<file path="src/rtl/load_store_unit_if.sv">
// Request/response handshake between the pipeline MEM stage and the load/store unit.
// The requester holds req_* until req_ready; the unit answers with a one-cycle resp_valid pulse.
interface load_store_unit_if;
    logic        req_valid;
    logic        req_ready;
    logic        req_write;
    logic [1:0]  req_size;
    logic        req_unsigned;
    logic [31:0] req_addr;
    logic [31:0] req_wdata;
    logic        resp_valid;
    logic [31:0] resp_rdata;
    logic        resp_error;
    logic        busy;

    modport master (
        output req_valid, req_write, req_size, req_unsigned, req_addr, req_wdata,
        input  req_ready, resp_valid, resp_rdata, resp_error, busy
    );

    modport slave (
        input  req_valid, req_write, req_size, req_unsigned, req_addr, req_wdata,
        output req_ready, resp_valid, resp_rdata, resp_error, busy
    );
endinterface

</file>
<file path="src/rtl/load_store_unit.sv">
// MEM-stage load/store sequencer in front of a word-addressed data RAM: alignment and range
// checks, read-modify-write for sub-word stores, lane extraction and extension for loads.
module load_store_unit #(
    parameter int unsigned DEPTH = 21
) (
    input  logic                     clk,
    input  logic                     rst,
    load_store_unit_if.slave         lsu,
    output logic [31:0]              DMEM_address,
    output logic [31:0]              DMEM_data_in,
    output logic                     DMEM_mem_write,
    output logic                     DMEM_mem_read,
    input  logic [31:0]              DMEM_data_out
);

    typedef enum logic [2:0] {StIdle, StLoad, StRmwRd, StStore, StDone} state_e;

    state_e      state_q, state_d;
    logic [31:0] addr_q;
    logic [1:0]  size_q;
    logic        write_q;
    logic        unsigned_q;
    logic [31:0] wdata_q, wdata_d;
    logic [31:0] rdata_q, rdata_d;
    logic        error_q, error_d;

    logic        accept;
    logic        req_err;
    logic [31:0] byte_sh, half_sh;
    logic [31:0] load_val;
    logic [31:0] lane_mask;
    logic [31:0] merged;

    assign accept = lsu.req_valid & lsu.req_ready;

    always_comb begin
        req_err = 1'b0;
        unique case (lsu.req_size)
            2'b00: req_err = 1'b0;
            2'b01: req_err = lsu.req_addr[0];
            2'b10: req_err = (lsu.req_addr[1:0] != 2'b00);
            2'b11: req_err = 1'b1;
        endcase
        if ({2'b00, lsu.req_addr[31:2]} >= DEPTH) begin
            req_err = 1'b1;
        end
    end

    // Lane extraction for loads; the same shifts position the store lane for the merge.
    assign byte_sh = DMEM_data_out >> {addr_q[1:0], 3'b000};
    assign half_sh = DMEM_data_out >> {addr_q[1], 4'b0000};

    always_comb begin
        load_val  = DMEM_data_out;
        lane_mask = 32'hFFFF_FFFF;
        merged    = wdata_q;
        unique case (size_q)
            2'b00: begin
                load_val  = unsigned_q ? {24'h0, byte_sh[7:0]} : {{24{byte_sh[7]}}, byte_sh[7:0]};
                lane_mask = 32'h0000_00FF << {addr_q[1:0], 3'b000};
                merged    = (DMEM_data_out & ~lane_mask) |
                            ((wdata_q & 32'h0000_00FF) << {addr_q[1:0], 3'b000});
            end
            2'b01: begin
                load_val  = unsigned_q ? {16'h0, half_sh[15:0]} : {{16{half_sh[15]}}, half_sh[15:0]};
                lane_mask = 32'h0000_FFFF << {addr_q[1], 4'b0000};
                merged    = (DMEM_data_out & ~lane_mask) |
                            ((wdata_q & 32'h0000_FFFF) << {addr_q[1], 4'b0000});
            end
            default: begin
                load_val  = DMEM_data_out;
                lane_mask = 32'hFFFF_FFFF;
                merged    = wdata_q;
            end
        endcase
    end

    always_ff @(posedge clk) begin
        if (rst) begin
            state_q    <= StIdle;
            addr_q     <= '0;
            size_q     <= '0;
            write_q    <= 1'b0;
            unsigned_q <= 1'b0;
            wdata_q    <= '0;
            rdata_q    <= '0;
            error_q    <= 1'b0;
        end else begin
            state_q <= state_d;
            wdata_q <= wdata_d;
            rdata_q <= rdata_d;
            error_q <= error_d;
            if (accept) begin
                addr_q     <= lsu.req_addr;
                size_q     <= lsu.req_size;
                write_q    <= lsu.req_write;
                unsigned_q <= lsu.req_unsigned;
            end
        end
    end

    always_comb begin
        state_d = state_q;
        case (state_q)
            StIdle: begin
                if (accept) begin
                    if (req_err) begin
                        state_d = StDone;
                    end else if (!lsu.req_write) begin
                        state_d = StLoad;
                    end else if (lsu.req_size == 2'b10) begin
                        state_d = StStore;
                    end else begin
                        state_d = StRmwRd;
                    end
                end
            end
            StLoad:  state_d = StDone;
            StRmwRd: state_d = StStore;
            StStore: state_d = StDone;
            StDone:  state_d = StIdle;
            default: state_d = StIdle;
        endcase
    end

    // Response registers only change on entry to DONE, so they hold between responses.
    always_comb begin
        wdata_d = wdata_q;
        rdata_d = rdata_q;
        error_d = error_q;
        if (accept) begin
            wdata_d = lsu.req_wdata;
            if (req_err) begin
                rdata_d = '0;
                error_d = 1'b1;
            end
        end
        if (state_q == StLoad) begin
            rdata_d = load_val;
            error_d = 1'b0;
        end
        if (state_q == StRmwRd) begin
            wdata_d = merged;
        end
        if (state_q == StStore) begin
            rdata_d = '0;
            error_d = 1'b0;
        end
    end

    always_comb begin
        lsu.req_ready   = (state_q == StIdle) && !rst;
        lsu.busy        = (state_q != StIdle);
        lsu.resp_valid  = (state_q == StDone);
        lsu.resp_rdata  = rdata_q;
        lsu.resp_error  = error_q;
        DMEM_mem_read   = (state_q == StLoad) || (state_q == StRmwRd);
        DMEM_mem_write  = (state_q == StStore) && !rst;
        DMEM_data_in    = (state_q == StStore) ? wdata_q : 32'h0;
        DMEM_address    = ((state_q == StIdle) || (state_q == StDone)) ? 32'h0
                                                                        : {2'b00, addr_q[31:2]};
    end

    logic unused_write;
    assign unused_write = write_q;

endmodule
</file>
<file path="src/flat_wrapper.sv">
// flat-port wrapper written by rule: the top's interface ports become plain ports
module load_store_unit_flat 
#(
    parameter int unsigned DEPTH = 21
)
  (clk, rst, DMEM_address, DMEM_data_in, DMEM_mem_write, DMEM_mem_read, DMEM_data_out, lsu_req_valid, lsu_req_write, lsu_req_size, lsu_req_unsigned, lsu_req_addr, lsu_req_wdata, lsu_req_ready, lsu_resp_valid, lsu_resp_rdata, lsu_resp_error, lsu_busy);
  load_store_unit_if lsu_i ();
  input  logic clk;
  input  logic rst;
  output logic [31:0] DMEM_address;
  output logic [31:0] DMEM_data_in;
  output logic DMEM_mem_write;
  output logic DMEM_mem_read;
  input  logic [31:0] DMEM_data_out;
  input wire logic [$bits(lsu_i.req_valid)-1:0] lsu_req_valid;
  input wire logic [$bits(lsu_i.req_write)-1:0] lsu_req_write;
  input wire logic [$bits(lsu_i.req_size)-1:0] lsu_req_size;
  input wire logic [$bits(lsu_i.req_unsigned)-1:0] lsu_req_unsigned;
  input wire logic [$bits(lsu_i.req_addr)-1:0] lsu_req_addr;
  input wire logic [$bits(lsu_i.req_wdata)-1:0] lsu_req_wdata;
  output wire logic [$bits(lsu_i.req_ready)-1:0] lsu_req_ready;
  output wire logic [$bits(lsu_i.resp_valid)-1:0] lsu_resp_valid;
  output wire logic [$bits(lsu_i.resp_rdata)-1:0] lsu_resp_rdata;
  output wire logic [$bits(lsu_i.resp_error)-1:0] lsu_resp_error;
  output wire logic [$bits(lsu_i.busy)-1:0] lsu_busy;
  assign lsu_i.req_valid = lsu_req_valid;
  assign lsu_i.req_write = lsu_req_write;
  assign lsu_i.req_size = lsu_req_size;
  assign lsu_i.req_unsigned = lsu_req_unsigned;
  assign lsu_i.req_addr = lsu_req_addr;
  assign lsu_i.req_wdata = lsu_req_wdata;
  assign lsu_req_ready = lsu_i.req_ready;
  assign lsu_resp_valid = lsu_i.resp_valid;
  assign lsu_resp_rdata = lsu_i.resp_rdata;
  assign lsu_resp_error = lsu_i.resp_error;
  assign lsu_busy = lsu_i.busy;
  load_store_unit #(.DEPTH(DEPTH)) u_core (.clk(clk), .rst(rst), .lsu(lsu_i), .DMEM_address(DMEM_address), .DMEM_data_in(DMEM_data_in), .DMEM_mem_write(DMEM_mem_write), .DMEM_mem_read(DMEM_mem_read), .DMEM_data_out(DMEM_data_out));
endmodule
</file>
<file path="config.mk">
export PLATFORM = sky130hd
export DESIGN_NAME = load_store_unit_flat
export DESIGN_NICKNAME = d
export VERILOG_FILES = /design/src/rtl/load_store_unit_if.sv /design/src/rtl/load_store_unit.sv /design/src/flat_wrapper.sv
export SDC_FILE = /design/constraint.sdc
export NUM_CORES = 1
export LEC_CHECK = 0
export ABC_AREA = 1
export ABC_CLOCK_PERIOD_IN_PS = 2490
export CORE_MARGIN = 1
export CORE_UTILIZATION = 30
export CTS_CLUSTER_DIAMETER = 40
export DETAILED_ROUTE_END_ITERATION = 7
export HOLD_SLACK_MARGIN = 0.12
export PLACE_DENSITY = 0.61
export SLEW_MARGIN = 20
export SYNTH_ARGS = -nofsm -noshare
export SYNTH_HDL_FRONTEND = slang
export SYNTH_SLANG_ARGS = --single-unit
</file>
<file path="constraint.sdc">
create_clock -name clk -period 2.49 [get_ports clk]
set_input_delay 0.249 -clock clk [delete_from_list [all_inputs] [get_ports clk]]
set_output_delay 0.249 -clock clk [all_outputs]
set_load 0.005 [all_outputs]
</file>
# ---- Yosys cells after proc, flatten, opt, wreduce, memory -nomap -nowiden
# Index checks and enable logic that the tools add are counted.
# Widths: inputs -> output; s select.
dict set report op_classes {
  n_addsub 0
  mul 0
  n_div 0
  order_cmp 1
  n_eq_ne 10
  shift 6
  muxes 18
  n_bitwise 7
  n_reduce_logical 19
}
# cell n
set ops {}
lappend ops {{$mux 32} 8}
lappend ops {{$pmux 32 s2} 2}
lappend ops {{$and 32x32->32} 2}
lappend ops {{$not 32->32} 2}
lappend ops {{$or 32x32->32} 2}
lappend ops {{$shl 16x5->32} 1}
lappend ops {{$shl 16x5->32 const A} 1}
lappend ops {{$shl 8x5->32} 1}
lappend ops {{$shl 8x5->32 const A} 1}
lappend ops {{$shr 32x5->16} 1}
lappend ops {{$shr 32x5->8} 1}
lappend ops {{$ge 30x5->1 const B} 1}
lappend ops {{$mux 30} 1}
lappend ops {{$mux 3} 3}
lappend ops {{$pmux 3 s3} 1}
lappend ops {{$reduce_bool 2->1} 4}
lappend ops {{$eq 3x2->1 const B} 2}
lappend ops {{$reduce_and 2->1} 3}
lappend ops {{$eq 2x1->1 const B} 2}
lappend ops {{$eq 2x2->1 const B} 2}
lappend ops {{$logic_not 2->1} 2}
lappend ops {{$pmux 1 s4} 1}
lappend ops {{$reduce_or 2->1} 2}
lappend ops {{$eq 3x1->1 const B} 1}
lappend ops {{11 further kinds} 14}
dict set report word_totals {
  reg_bits 103
  latchBits 0
  mem_bits_rw 0
  mem_bits_ro 0
  inputBits 103
  out_inout_bits 102
  wordCells 68
  n_memories 0
}

# ---- Depth between registers and ports, before layout
dict set report logic_depth {
  word_depth 6
  ltp_mapped 10
  mapped_depth_nobuf 9
}

# ---- Worst setup path after synthesis
# Ideal clock, no wire load.
dict set report synth_timing {
  kind {register to register}
  startpoint {register u_core.state_q[0]}
  endpoint {register u_core.rdata_q[0] (netlist: u_core.lsu.resp_rdata[0])}
  setup_time_ns 0.132
  arrival_ns 1.349
  required_time_ns 2.358
  setup_slack_ns 1.008
  stages_incl_launch_ff 11
  path_buffers 2
  period_less_slack_ns 1.482
  path_cell_list {dfxtp_1 > nor2_4 > nand2_2 > nor2_2 > nand2_2 > buf_4 > nand2_1 > nand2_1 > buf_4 > nand2_1 > a21oi_1}
}
dict set report synth_between {
  elab_chain_len 5
}
# element line_no
set synth_lines {}
lappend synth_lines {{from (decl)} load_store_unit.sv:18} ;# state_e state_q, state_d;
lappend synth_lines {{from (signal assigned)} load_store_unit.sv:80} ;# state_q <= StIdle;
lappend synth_lines {{from (signal assigned)} load_store_unit.sv:89} ;# state_q <= state_d;
lappend synth_lines {{$logic_not 3->1} load_store_unit.sv:152} ;# lsu.req_ready = (state_q == StIdle) && !rst;
lappend synth_lines {{$logic_and 1x1->1} load_store_unit.sv:152}
lappend synth_lines {{via lsu_req_ready} flat_wrapper.sv:21} ;# output wire logic [$bits(lsu_i.req_ready)-1:0] lsu_req_ready;
lappend synth_lines {{$and 1x1->1} load_store_unit.sv:34} ;# assign accept = lsu.req_valid & lsu.req_ready;
lappend synth_lines {{$reduce_bool 2->1 (no line)} -}
lappend synth_lines {{$reduce_and 2->1 (no line)} -}
lappend synth_lines {{to (signal assigned)} load_store_unit.sv:91} ;# rdata_q <= rdata_d;
lappend synth_lines {{to (decl)} load_store_unit.sv:24} ;# logic [31:0] rdata_q, rdata_d;
# The timed path passes the listed nets, and every way through them passes these cells.
# A chain may end at the register's enable or synchronous reset.

# ---- Worst setup path in the final report
dict set report layout_timing {
  startpoint {register u_core.state_q[1]}
  endpoint {output port DMEM_mem_read}
}
dict set report layout_between {
  elab_chain_len 2
}
# element line_no
set layout_lines {}
lappend layout_lines {{$eq 3x1->1 / $eq 3x2->1 (equally long branches)} load_store_unit.sv:157} ;# DMEM_mem_read = (state_q == StLoad) || (state_q == StRmwRd);
lappend layout_lines {{$logic_or 1x1->1 *} load_store_unit.sv:157}
lappend layout_lines {{to (decl)} flat_wrapper.sv:13} ;# output logic DMEM_mem_read;
# Every way passes the cells marked *; elsewhere a longest branch is shown, timed or not.

==> metrics.log <==
INFO  metric async_flop_share = 0%
INFO  metric drc_errors = 0
INFO  metric yosys-top-cells-count = 164 x sky130_fd_sc_hd__nand2_1, 143 x sky130_fd_sc_hd__a21oi_1, 103 x sky130_fd_sc_hd__dfxtp_1
INFO  metric timing.critical_path.arrival = 2.06 ns
INFO  metric path_delay_family = buffers and inverters
INFO  metric dr.pass1.iters = 5
INFO  metric grt_pass1_vias = 5816
INFO  metric grt_start_max_net_pins = 61
INFO  metric clkTransAtPathRegs = 0.08 ns
INFO  metric ys_dominant_reg_cell = sky130_fd_sc_hd__dfxtp_1
INFO  metric timing.rr.start = u_core.state_q[1]
INFO  metric max_slew_margin = 46.0%
INFO  metric areaGrowthSynthToFinish = 44.7%
INFO  metric synthCells = 853
INFO  metric cts_tree = done
INFO  metric number_of_buffers_created_by_cts = 9
INFO  metric critical_path_class = reg -> out
INFO  metric worst-r2r-setup-slack = 0.38 ns
INFO  metric static-leakage-power = 2.92 nW
INFO  metric timing.hold.worst.class = reg -> reg
INFO  metric ir_drop = 0.000330 V
INFO  metric synth_enable_flop_cells = 0
INFO  metric portBuffers = 202
INFO  metric worstPathCellList = inv_1, nor3_2, buf_4, inv_2, nand2_1, clkdlybuf4s50_1
INFO  metric end_kind = output port
INFO  metric worst_hold_path_depth = 2
INFO  metric detail-route-antenna-nets = 0
INFO  metric antenna_found_initial = 0
INFO  metric finClkSkew = 0.00852 ns
INFO  metric timing.final.max_slew_violations = 0
INFO  metric synth_area = 5550 sq um
INFO  metric root_buffer = sky130_fd_sc_hd__clkbuf_16
INFO  metric hpwlAfterDp = 14800 microns
INFO  metric final_layout_size_suffix_gt1_share = 4.76%
INFO  metric synth_largest_type_area_fraction = 37.1%
INFO  metric outcome = finished clean
INFO  metric r2r_end = u_core.wdata_q[23]
INFO  metric placed_cells = 1242
INFO  metric routed_length_per_instance = 15.9 microns
INFO  metric rows = 49
INFO  metric fillCellCount = 1950
INFO  metric grt_usage = 20.4%
INFO  metric detail_route.vias_per_cell = 5.00
INFO  metric holdCritStartpoint = u_core.addr_q[18]
INFO  metric layout.core_utilization = 44.6%
INFO  metric hold_slack = 0.452 ns
INFO  metric required_time_of_the_worst_setup_path = 2.24 ns
INFO  metric sum_of_overflow_across_all_layers_after_global_routing = 0
INFO  metric cts_max_level = 3
INFO  metric width_of_the_die = 138 microns
INFO  metric most_common_cell_in_the_netlist = sky130_fd_sc_hd__nand2_1
INFO  metric pre_cts_ws = 0.380 ns
INFO  metric timing_worst_slew_pin_value = 0.805 ns
INFO  metric worst_stage_delay_on_the_critical_path = 0.50 ns
INFO  metric total_power = 4.02 mW
INFO  metric post-route-period-util = 92.8%
INFO  metric whs_endpoint = u_core.addr_q[18]
INFO  metric initial_utilization = 30.8%
INFO  metric crit_path_max_fanout = 28
INFO  metric routed_wirelength = 20000 microns
INFO  metric clk_latency = 0.35 ns
INFO  metric syn_avg_cell_area = 6.51 sq um
INFO  metric post_cts.repair.setup_buffers = 0
INFO  metric diodes = 0
INFO  metric synthTopCellsByArea = sky130_fd_sc_hd__dfxtp_1 37%, sky130_fd_sc_hd__a21oi_1 13%, sky130_fd_sc_hd__nand2_1 11%
INFO  metric timing.fmax = 433 MHz
INFO  metric clock_tree.buffer_depth = 2
INFO  metric synth.distinct_cells = 32
INFO  metric placement.cell_area = 7700 sq um
INFO  metric grt_setup_unrepaired = no
INFO  metric core_region_area = 18000 sq um
INFO  metric die_y = 138 microns
INFO  metric post-route-worst-setup-slack = 0.178 ns
INFO  metric post-route-cell-area = 8030 sq um
INFO  metric gp_congestion = 0.873
INFO  metric fin_setup_tns = 0 ns
INFO  metric first_iter_violations = 495
INFO  metric number_of_vias_in_the_routed_layout = 6287
INFO  metric power-per-cell-area = 501 nW/um^2
INFO  metric finalCriticalPeriod = 2.31 ns
INFO  metric layout.nets = 1128
INFO  metric cts.sinks = 103
INFO  metric ys_seq_area_share = 37.1%
INFO  metric rr_worst_depth = 8
INFO  metric worstPathBufferInverterCount = 4
INFO  metric layoutNonFillerInstCount = 1258
INFO  metric number_of_synthesis_warnings = 0
INFO  metric grt_pass1_wl = 31200 microns
INFO  metric start_kind = register
INFO  metric critical-path-slowest-cell = sky130_fd_sc_hd__clkdlybuf4s50_1
INFO  metric setup_viol = 0
INFO  metric pin_count = 205
INFO  metric ys_ff_latch = 103
INFO  metric hold_viol = 0
INFO  metric floorplan.die_area = 19100 sq um
INFO  metric synthDominantAreaCellType = sky130_fd_sc_hd__dfxtp_1
INFO  metric drv.max_cap_violation_count = 0
==> what timing repair did <==
action,in CTS,in global routing
gates resized for setup,0,3
hold buffers,0,0
setup endpoints to repair,0,34
==> logic make-up (layout without fill, tap and decap cells) <==
logic type / count (synthesis) / after routing / synth area share, %
simple gates: 288 / 288 / 20.8
other cells: 1 / 2 / 0.0675
flops: 103 / 103 / 37.1
buf+inv: 164 / 338 / 12.3
compound gates: 297 / 298 / 29.6
==> cell usage in the layout (no fill, tap or decap) <==
master	count
sky130_fd_sc_hd__buf_6	1
sky130_fd_sc_hd__o21ai_1	15
sky130_fd_sc_hd__buf_4	11
sky130_fd_sc_hd__inv_8	1
sky130_fd_sc_hd__nor2_4	1
sky130_fd_sc_hd__o211ai_1	25
sky130_fd_sc_hd__clkinv_1	2
sky130_fd_sc_hd__clkbuf_16	9
sky130_fd_sc_hd__clkinv_4	1
sky130_fd_sc_hd__a21oi_1	143
sky130_fd_sc_hd__nor2_1	88
sky130_fd_sc_hd__o22ai_1	13
sky130_fd_sc_hd__o211ai_4	1
sky130_fd_sc_hd__a21o_1	6
sky130_fd_sc_hd__dfxtp_2	1
sky130_fd_sc_hd__nand2_2	4
sky130_fd_sc_hd__nor3_1	4
sky130_fd_sc_hd__inv_2	4
sky130_fd_sc_hd__o221ai_1	6
sky130_fd_sc_hd__a31oi_1	4
sky130_fd_sc_hd__o21ai_0	79
sky130_fd_sc_hd__a22oi_1	4
sky130_fd_sc_hd__clkdlybuf4s50_1	202
sky130_fd_sc_hd__nor2_2	3
sky130_fd_sc_hd__bufinv_16	2
sky130_fd_sc_hd__buf_12	1
sky130_fd_sc_hd__inv_6	1
sky130_fd_sc_hd__nand2_1	164
sky130_fd_sc_hd__or2_2	1
sky130_fd_sc_hd__conb_1	2
sky130_fd_sc_hd__o21ai_2	1
sky130_fd_sc_hd__clkinv_2	1
sky130_fd_sc_hd__o21ai_4	1
sky130_fd_sc_hd__nor3_2	1
sky130_fd_sc_hd__nand2_4	2
sky130_fd_sc_hd__inv_1	101
sky130_fd_sc_hd__inv_4	1
sky130_fd_sc_hd__nand3_1	20
sky130_fd_sc_hd__dfxtp_1	102
==> power by group <==
part / internal, mW / leakage [nW] / switching (mW) / total, mW
clock: 0.887 / 0.158 / 0.658 / 1.55
sequential: 1.72 / 0.842 / 0.0493 / 1.77
combinational: 0.302 / 1.92 / 0.403 / 0.705
==> worst max path at each step <==
stage / startpoint / end / cells past startpoint
2_1_floorplan: u_core.state_q[0] / u_core.lsu.resp_rdata[0] / 10
3_5_place_dp: u_core.size_q[1] / register / 8
3_3_place_gp: u_core.state_q[1] / u_core.wdata_q[22] / 8
5_1_grt: u_core.state_q[1] / DMEM_mem_read / 6
6_report: u_core.state_q[1] / DMEM_mem_read / 6
4_1_cts: u_core.state_q[0] / DMEM_data_in[7] / 8
==> layout make-up <==
type                            count  area [sq um]  area share, %
Multi-Input combinational cell    588          2820           35.1
Timing Repair Buffer              215          2140           26.6
Sequential cell                   103          2060           25.7
Inverter                          108           408           5.08
Tap cell                          229           287           3.57
Clock buffer                        9           225           2.80
Clock inverter                      6          93.8           1.17
==> routing by layer <==
| layer | vias up | wire, microns | GRT usage [%] | part of all wire [%] |
|---|---|---|---|---|
| met5 | - | 0 | 0 | 0 |
| met2 | 241 | 9170 | 32.0 | 46 |
| met4 | 0 | 352 | 6.02 | 1.8 |
| met1 | 2878 | 8940 | 27.8 | 45 |
| li1 | 3145 | - | - | - |
| met3 | 23 | 1520 | 4.43 | 7.6 |
==> worst min-delay path: cells and delay by family (launching register included) <==
| family | cells | cell delay [ns] |
|---|---|---|
| compound gates | 1 | 0.05 |
| buf+inv | 1 | 0.06 |
| flops | 1 | 0.30 |
Note: power is estimated with default switching activity, not from simulation.
